## src/rtl/evm_pkg.sv

```systemverilog
// Shared constants and types for the EVM tally reporting path.
package evm_pkg;

    localparam logic [7:0]  TALLY_HDR    = 8'hA5;
    localparam int unsigned TALLY_NBYTES = 6;
    localparam int unsigned TALLY_CNT_W  = 6;

    localparam logic [1:0] CAND_ID_1 = 2'd0;
    localparam logic [1:0] CAND_ID_2 = 2'd1;
    localparam logic [1:0] CAND_ID_3 = 2'd2;
    localparam logic [1:0] CAND_ID_4 = 2'd3;

    typedef enum logic [1:0] {
        IDLE,
        START,
        DATA,
        STOP
    } tally_state_e;

    // Payload byte: candidate id in the top two bits, count below.
    function automatic logic [7:0] tally_byte(input logic [1:0] id,
                                              input logic [TALLY_CNT_W-1:0] cnt);
        return {id, cnt};
    endfunction

endpackage

```

## src/rtl/uart_tx_byte.sv

```systemverilog
// 8N1 byte serializer; a start request during the last stop-bit cycle chains
// the next byte with no idle gap.
module uart_tx_byte
    import evm_pkg::*;
#(
    parameter int unsigned CLKS_PER_BIT = 868
) (
    input  logic       clock,
    input  logic       reset,
    input  logic       start,
    input  logic [7:0] data_in,
    output logic       tx,
    output logic       busy,
    output logic       done,
    output logic       byte_end_c
);

    localparam int unsigned BAUD_W = (CLKS_PER_BIT > 1) ? $clog2(CLKS_PER_BIT) : 1;
    localparam logic [BAUD_W-1:0] BAUD_LAST = BAUD_W'(CLKS_PER_BIT - 1);

    tally_state_e      r_state;
    logic [BAUD_W-1:0] r_baud;
    logic [2:0]        r_bit;
    logic [7:0]        r_shreg;
    logic              w_baud_last;
    logic              w_load;

    assign w_baud_last = (r_baud == BAUD_LAST);
    assign byte_end_c  = (r_state == STOP) && w_baud_last;
    assign w_load      = start && ((r_state == IDLE) || byte_end_c);

    always_ff @(posedge clock or negedge reset) begin
        if (!reset) begin
            r_state <= IDLE;
            r_baud  <= '0;
            r_bit   <= '0;
            r_shreg <= '0;
            tx      <= 1'b1;
            busy    <= 1'b0;
            done    <= 1'b0;
        end else begin
            done <= 1'b0;
            if (w_load) begin
                r_state <= START;
                r_shreg <= data_in;
                r_baud  <= '0;
                r_bit   <= '0;
                tx      <= 1'b0;
                busy    <= 1'b1;
            end else begin
                case (r_state)
                    IDLE: begin
                        r_baud <= '0;
                    end
                    START: begin
                        if (w_baud_last) begin
                            r_baud  <= '0;
                            r_state <= DATA;
                            tx      <= r_shreg[0];
                        end else begin
                            r_baud <= r_baud + BAUD_W'(1);
                        end
                    end
                    DATA: begin
                        if (w_baud_last) begin
                            r_baud <= '0;
                            if (r_bit == 3'd7) begin
                                r_bit   <= '0;
                                r_state <= STOP;
                                tx      <= 1'b1;
                            end else begin
                                r_bit   <= r_bit + 3'd1;
                                r_shreg <= {1'b0, r_shreg[7:1]};
                                tx      <= r_shreg[1];
                            end
                        end else begin
                            r_baud <= r_baud + BAUD_W'(1);
                        end
                    end
                    STOP: begin
                        if (w_baud_last) begin
                            r_baud  <= '0;
                            r_state <= IDLE;
                            tx      <= 1'b1;
                            busy    <= 1'b0;
                            done    <= 1'b1;
                        end else begin
                            r_baud <= r_baud + BAUD_W'(1);
                        end
                    end
                    default: begin
                        r_state <= IDLE;
                        tx      <= 1'b1;
                        busy    <= 1'b0;
                    end
                endcase
            end
        end
    end

endmodule

```

## src/rtl/tally_uart_tx.sv

```systemverilog
// Snapshots the four vote counts on a result-mode request and sends them as
// a 6-byte framed packet (header, four id/count bytes, XOR checksum).
module tally_uart_tx
    import evm_pkg::*;
#(
    parameter int unsigned CLKS_PER_BIT = 868,
    parameter int unsigned COUNT_W      = 4
) (
    input  logic               clock,
    input  logic               reset,
    input  logic               mode,
    input  logic               report_req,
    input  logic [COUNT_W-1:0] candidate1_votes,
    input  logic [COUNT_W-1:0] candidate2_votes,
    input  logic [COUNT_W-1:0] candidate3_votes,
    input  logic [COUNT_W-1:0] candidate4_votes,
    output logic               tx,
    output logic               busy,
    output logic               done
);

    localparam logic [2:0] IDX_LAST = 3'(TALLY_NBYTES - 1);

    logic [COUNT_W-1:0] r_snap1, r_snap2, r_snap3, r_snap4;
    logic [2:0]         r_byte_idx;

    logic       w_tx, w_busy, w_done, w_byte_end;
    logic       w_accept, w_next, w_start;
    logic [7:0] w_b1, w_b2, w_b3, w_b4, w_chk;
    logic [7:0] w_next_byte, w_data;

    assign w_accept = !w_busy && mode && report_req;
    assign w_next   = w_byte_end && (r_byte_idx < IDX_LAST);
    assign w_start  = w_accept || w_next;

    assign w_b1  = tally_byte(CAND_ID_1, TALLY_CNT_W'(r_snap1));
    assign w_b2  = tally_byte(CAND_ID_2, TALLY_CNT_W'(r_snap2));
    assign w_b3  = tally_byte(CAND_ID_3, TALLY_CNT_W'(r_snap3));
    assign w_b4  = tally_byte(CAND_ID_4, TALLY_CNT_W'(r_snap4));
    assign w_chk = w_b1 ^ w_b2 ^ w_b3 ^ w_b4;

    // Byte following the one currently on the line.
    always_comb begin
        w_next_byte = w_chk;
        case (r_byte_idx)
            3'd0:    w_next_byte = w_b1;
            3'd1:    w_next_byte = w_b2;
            3'd2:    w_next_byte = w_b3;
            3'd3:    w_next_byte = w_b4;
            default: w_next_byte = w_chk;
        endcase
    end

    assign w_data = w_accept ? TALLY_HDR : w_next_byte;

    always_ff @(posedge clock or negedge reset) begin
        if (!reset) begin
            r_snap1    <= '0;
            r_snap2    <= '0;
            r_snap3    <= '0;
            r_snap4    <= '0;
            r_byte_idx <= '0;
        end else if (w_accept) begin
            r_snap1    <= candidate1_votes;
            r_snap2    <= candidate2_votes;
            r_snap3    <= candidate3_votes;
            r_snap4    <= candidate4_votes;
            r_byte_idx <= '0;
        end else if (w_next) begin
            r_byte_idx <= r_byte_idx + 3'd1;
        end
    end

    uart_tx_byte #(
        .CLKS_PER_BIT (CLKS_PER_BIT)
    ) u_byte (
        .clock      (clock),
        .reset      (reset),
        .start      (w_start),
        .data_in    (w_data),
        .tx         (w_tx),
        .busy       (w_busy),
        .done       (w_done),
        .byte_end_c (w_byte_end)
    );

    assign tx   = w_tx;
    assign busy = w_busy;
    assign done = w_done;

endmodule

```

## config.mk

```make
export PLATFORM = sky130hd
export DESIGN_NAME = tally_uart_tx
export DESIGN_NICKNAME = d
export VERILOG_FILES = /design/src/rtl/evm_pkg.sv /design/src/rtl/uart_tx_byte.sv /design/src/rtl/tally_uart_tx.sv
export SDC_FILE = /design/constraint.sdc
export NUM_CORES = 1
export LEC_CHECK = 0
export CAP_MARGIN = 20
export CORE_UTILIZATION = 47
export DETAILED_ROUTE_END_ITERATION = 12
export PLACE_DENSITY = 0.77
export SLEW_MARGIN = 15
export SYNTH_ARGS = -nofsm -noshare
export SYNTH_HDL_FRONTEND = slang
export SYNTH_SLANG_ARGS = --single-unit
```

## constraint.sdc

```tcl
create_clock -name clock -period 3.7 [get_ports clock]
set_clock_uncertainty 0.15 [all_clocks]
set_input_delay 0.555 -clock clock [delete_from_list [all_inputs] [get_ports clock]]
set_output_delay 0.555 -clock clock [all_outputs]
set_load 0.03 [all_outputs]
```

==> reports/results.tsv <==
stage	metric	value	unit
timing	fin crit share	64.91	%
power_and_ir_drop	Flop pwr share	58.3	%
routing	Iter 0 DRT Violations	95	
timing	Least-Margin Pin Slew	0.5519	ns
power_and_ir_drop	Pleak	0.001269	uW
final_layout	fill cell count	442	
floorplan	Die W	73.64	um
critical_path	worst path required time	3.77	ns
synthesis	EDFF count, synth	0	
critical_path	Worst Path Max Fanout	6	
timing	Hold Fails Final Rpt	0	
synthesis	FF+latch count, synth	45	
global_routing	vias in the first global route	1694	
timing	final hold slack	0.07998	ns
power_and_ir_drop	Clock Power Share	32.7	%
clocking	Post-CTS Resized	0	
routing	Antenna Nets Post-Route	0	
routing	wire per inst	13.49	um
timing	Fin Setup TNS	0	ns
placement	dpl hpwl	3.202	mm
floorplan	Chip Height	73.64	um
clocking	Root Driver	clkbuf_8	
floorplan	die area	0.005423	mm2
status	status	finished clean	
clocking	htree depth	2	
placement	gp weighted congestion	0.7719	
floorplan	initial core utilization	50.08	%
synthesis	Synth async-reset ratio	100.0	%
global_routing	gr usage total	19.01	%
critical_path	crit path kind	reg -> reg	
power_and_ir_drop	Sw Ratio	22.60	%
routing	vias	1744	
clocking	setup repair bufs after CTS	0	
synthesis	Syn Nets	265	
final_layout	Post-Layout Cell Count	324	
synthesis	mean area per synthesized cell	10.44	um2
critical_path	startpoint types	flip-flop	
clocking	TritonCTS Buffers	5	
global_routing	GRT overflow	0	
timing	max_slew headroom	63.20	%
power_and_ir_drop	NetSw	198.7	uW
floorplan	core area	0.004817	mm2
clocking	Max clock buf depth	2	
clocking	CTS clock-pin slew for the worst setup and hold paths	0.08	ns
timing	RSZ-0062 raised after global routing	no	
global_routing	pin count of the biggest net entering global routing	46	
power_and_ir_drop	pwr dens	314.3	mW/mm2
synthesis	Ys Warns	0	
routing	# DRC	0	
routing	Via density	5.383	
floorplan	standard-cell rows	25	
clocking	Worst-Skew Late Latency	0.30	ns
final_layout	n_diodes	0	
routing	Post-Route WL	4.372	mm
run	Max-Cap Viols	0	
critical_path	Data arrival, critical path	2.48	ns
clocking	CTS tree	done	
floorplan	Top Ports	23	
hold_path	Worst Hold Class	in -> async	
synthesis	synth unique cells	44	
global_routing	initial antenna violation count	0	
placement	Cells after DPL	315	
clocking	CTS hold repair buffers	0	
placement	IO buf count	22	
final_layout	Layout area overhead	16.03	%
synthesis	Top FF cell, synth	dfrtp_1	
power_and_ir_drop	Int Pwr	680.8	uW
clocking	TritonCTS Sinks	45	
critical_path	crit end category	flip-flop	
timing	Setup Viol. Count Final	0	
global_routing	first-pass GRT wire length	7.803	mm
power_and_ir_drop	peak supply drop	245.1	uV
timing	final worst path period need	2.402	ns
power_and_ir_drop	Comb pwr share	9.0	%
final_layout	final net count	290	
final_layout	share of cells above drive strength 1	12.45	%
synthesis	Synth Instances	231	
timing	Slew Viols, Final	0	
synthesis	sequential element share of the synthesized area	46.73	%
routing	drt pass-1 iters	4	
timing	fmax	416.4	MHz
synthesis	Mapped Area	0.002412	mm2
power_and_ir_drop	total chip power	879.6	uW
## area by class of cell
class	instances	area, um2	share of cell area (%)
flip-flops and latches	45	1127	40.28
repair buffers	25	257.7	9.209
well taps	67	83.83	2.995
multi-input cells	169	1212	43.32
inverters	10	37.54	1.341
clock buffers	8	80.08	2.861
## power by group through the flow
stage | combinational, uW | clock, uW | sequential, uW
5_1_grt | 90.7 | 319 | 514
3_5_place_dp | 76.9 | 0 | 522
6_report | 79.5 | 287 | 513
3_3_place_gp | 75.8 | 0 | 522
2_1_floorplan | 40.8 | 0 | 519
4_1_cts | 77.4 | 299 | 512
## registers in the layout (all words and copies together), names as in the netlist
| signal | count |
|---|---|
| u_byte.r_baud | 10 |
| r_snap3 | 4 |
| u_byte.r_shreg | 8 |
| u_byte.tx | 1 |
| u_byte.done | 1 |
| r_snap2 | 4 |
| u_byte.busy | 1 |
| r_snap4 | 4 |
| r_byte_idx | 3 |
| u_byte.r_bit | 3 |
| u_byte.r_state | 2 |
| r_snap1 | 4 |
## metal layers
metal / track usage, % / up-vias / wire length (um)
met1: 25.13 / 845 / 2100
met3: 5.075 / 7 / 154
met2: 30.07 / 28 / 2055
met5: 0 / - / 0
met4: 6.838 / 0 / 61
li1: - / 864 / -
## cells in the final DEF (no fill, tap or decap), types with 2 or more instances in the layout
cell type	instances
a211o_1	2
a211oi_1	2
a21boi_0	3
a21oi_1	12
a222oi_1	4
a31oi_1	2
and3_1	2
and4bb_2	2
buf_4	2
clkbuf_1	3
clkbuf_8	5
clkdlybuf4s50_1	21
dfrtp_1	44
ha_1	14
inv_1	10
mux2_2	17
nand2_1	19
nand3_1	7
nand4_1	2
nor2_1	25
nor3_1	3
o211ai_1	2
o21ai_0	9
o22ai_1	3
or3_1	2
xnor2_1	17
xor2_1	4
## through the flow
step                util [%]  instance area, um2  setup WS [ns]
global placement       55.87                2691          1.025
finish                 58.10                2799          1.298
floorplan                  -                2412          1.620
CTS                    57.53                2771          1.305
global route           58.10                2799          1.096
detailed placement     55.87                2691          1.021
## worst paths after layout
check,from,endpoint,slack (ns),cells past startpoint
min in group clock,u_byte.tx,u_byte.tx,0.33,2
worst min-delay path,reset,u_byte.r_baud[0],0.08,1
worst max-delay path,u_byte.r_state[0],u_byte.r_state[1],1.30,7
max in group asynchronous,reset,u_byte.tx,2.75,2
worst max register to register,u_byte.r_state[0],u_byte.r_state[1],1.30,7
worst min register to register,u_byte.tx,u_byte.tx,0.33,2
## logic make-up after synthesis
logic type,after synthesis,synth area share (%)
compound gates,45,12.60
xor+xnor,21,7.624
fa+ha+maj,14,7.261
buf+inv,17,3.008
flops,45,46.73
mux,18,8.350
simple gates,71,14.42
## critical path, stage by stage (launching register included)
cell	delay (ns)
dfrtp_1	0.43
inv_1	0.16
ha_1	0.27
nand4b_1	0.21
a211oi_1	0.34
o32ai_2	0.19
or4_1	0.48
o21ai_0	0.09
## synth_stat cells, types with 2 or more instances
cell type  number  area share (%)
a211oi_1        2            0.62
o21ai_0         9             1.9
mux2_2         17             7.9
a31oi_1         2            0.52
nand2_1        19             3.0
xnor2_1        17             6.2
ha_1           14             7.3
o211ai_1        2            0.62
nor3_1          3            0.62
xor2_1          4             1.5
clkbuf_1        3            0.47
a211o_1         2            0.73
a21boi_0        3            0.93
nand3_1         7             1.5
o22ai_1         3            0.78
nand4_1         2            0.52
a21oi_1        12             2.5
and3_1          2            0.52
a222oi_1        4             1.7
inv_1          10             1.6
or3_1           2            0.52
and4bb_2        2             1.0
dfrtp_1        44              46
buf_4           2            0.62
nor2_1         25             3.9
Note: power is estimated with default switching activity, not from simulation.
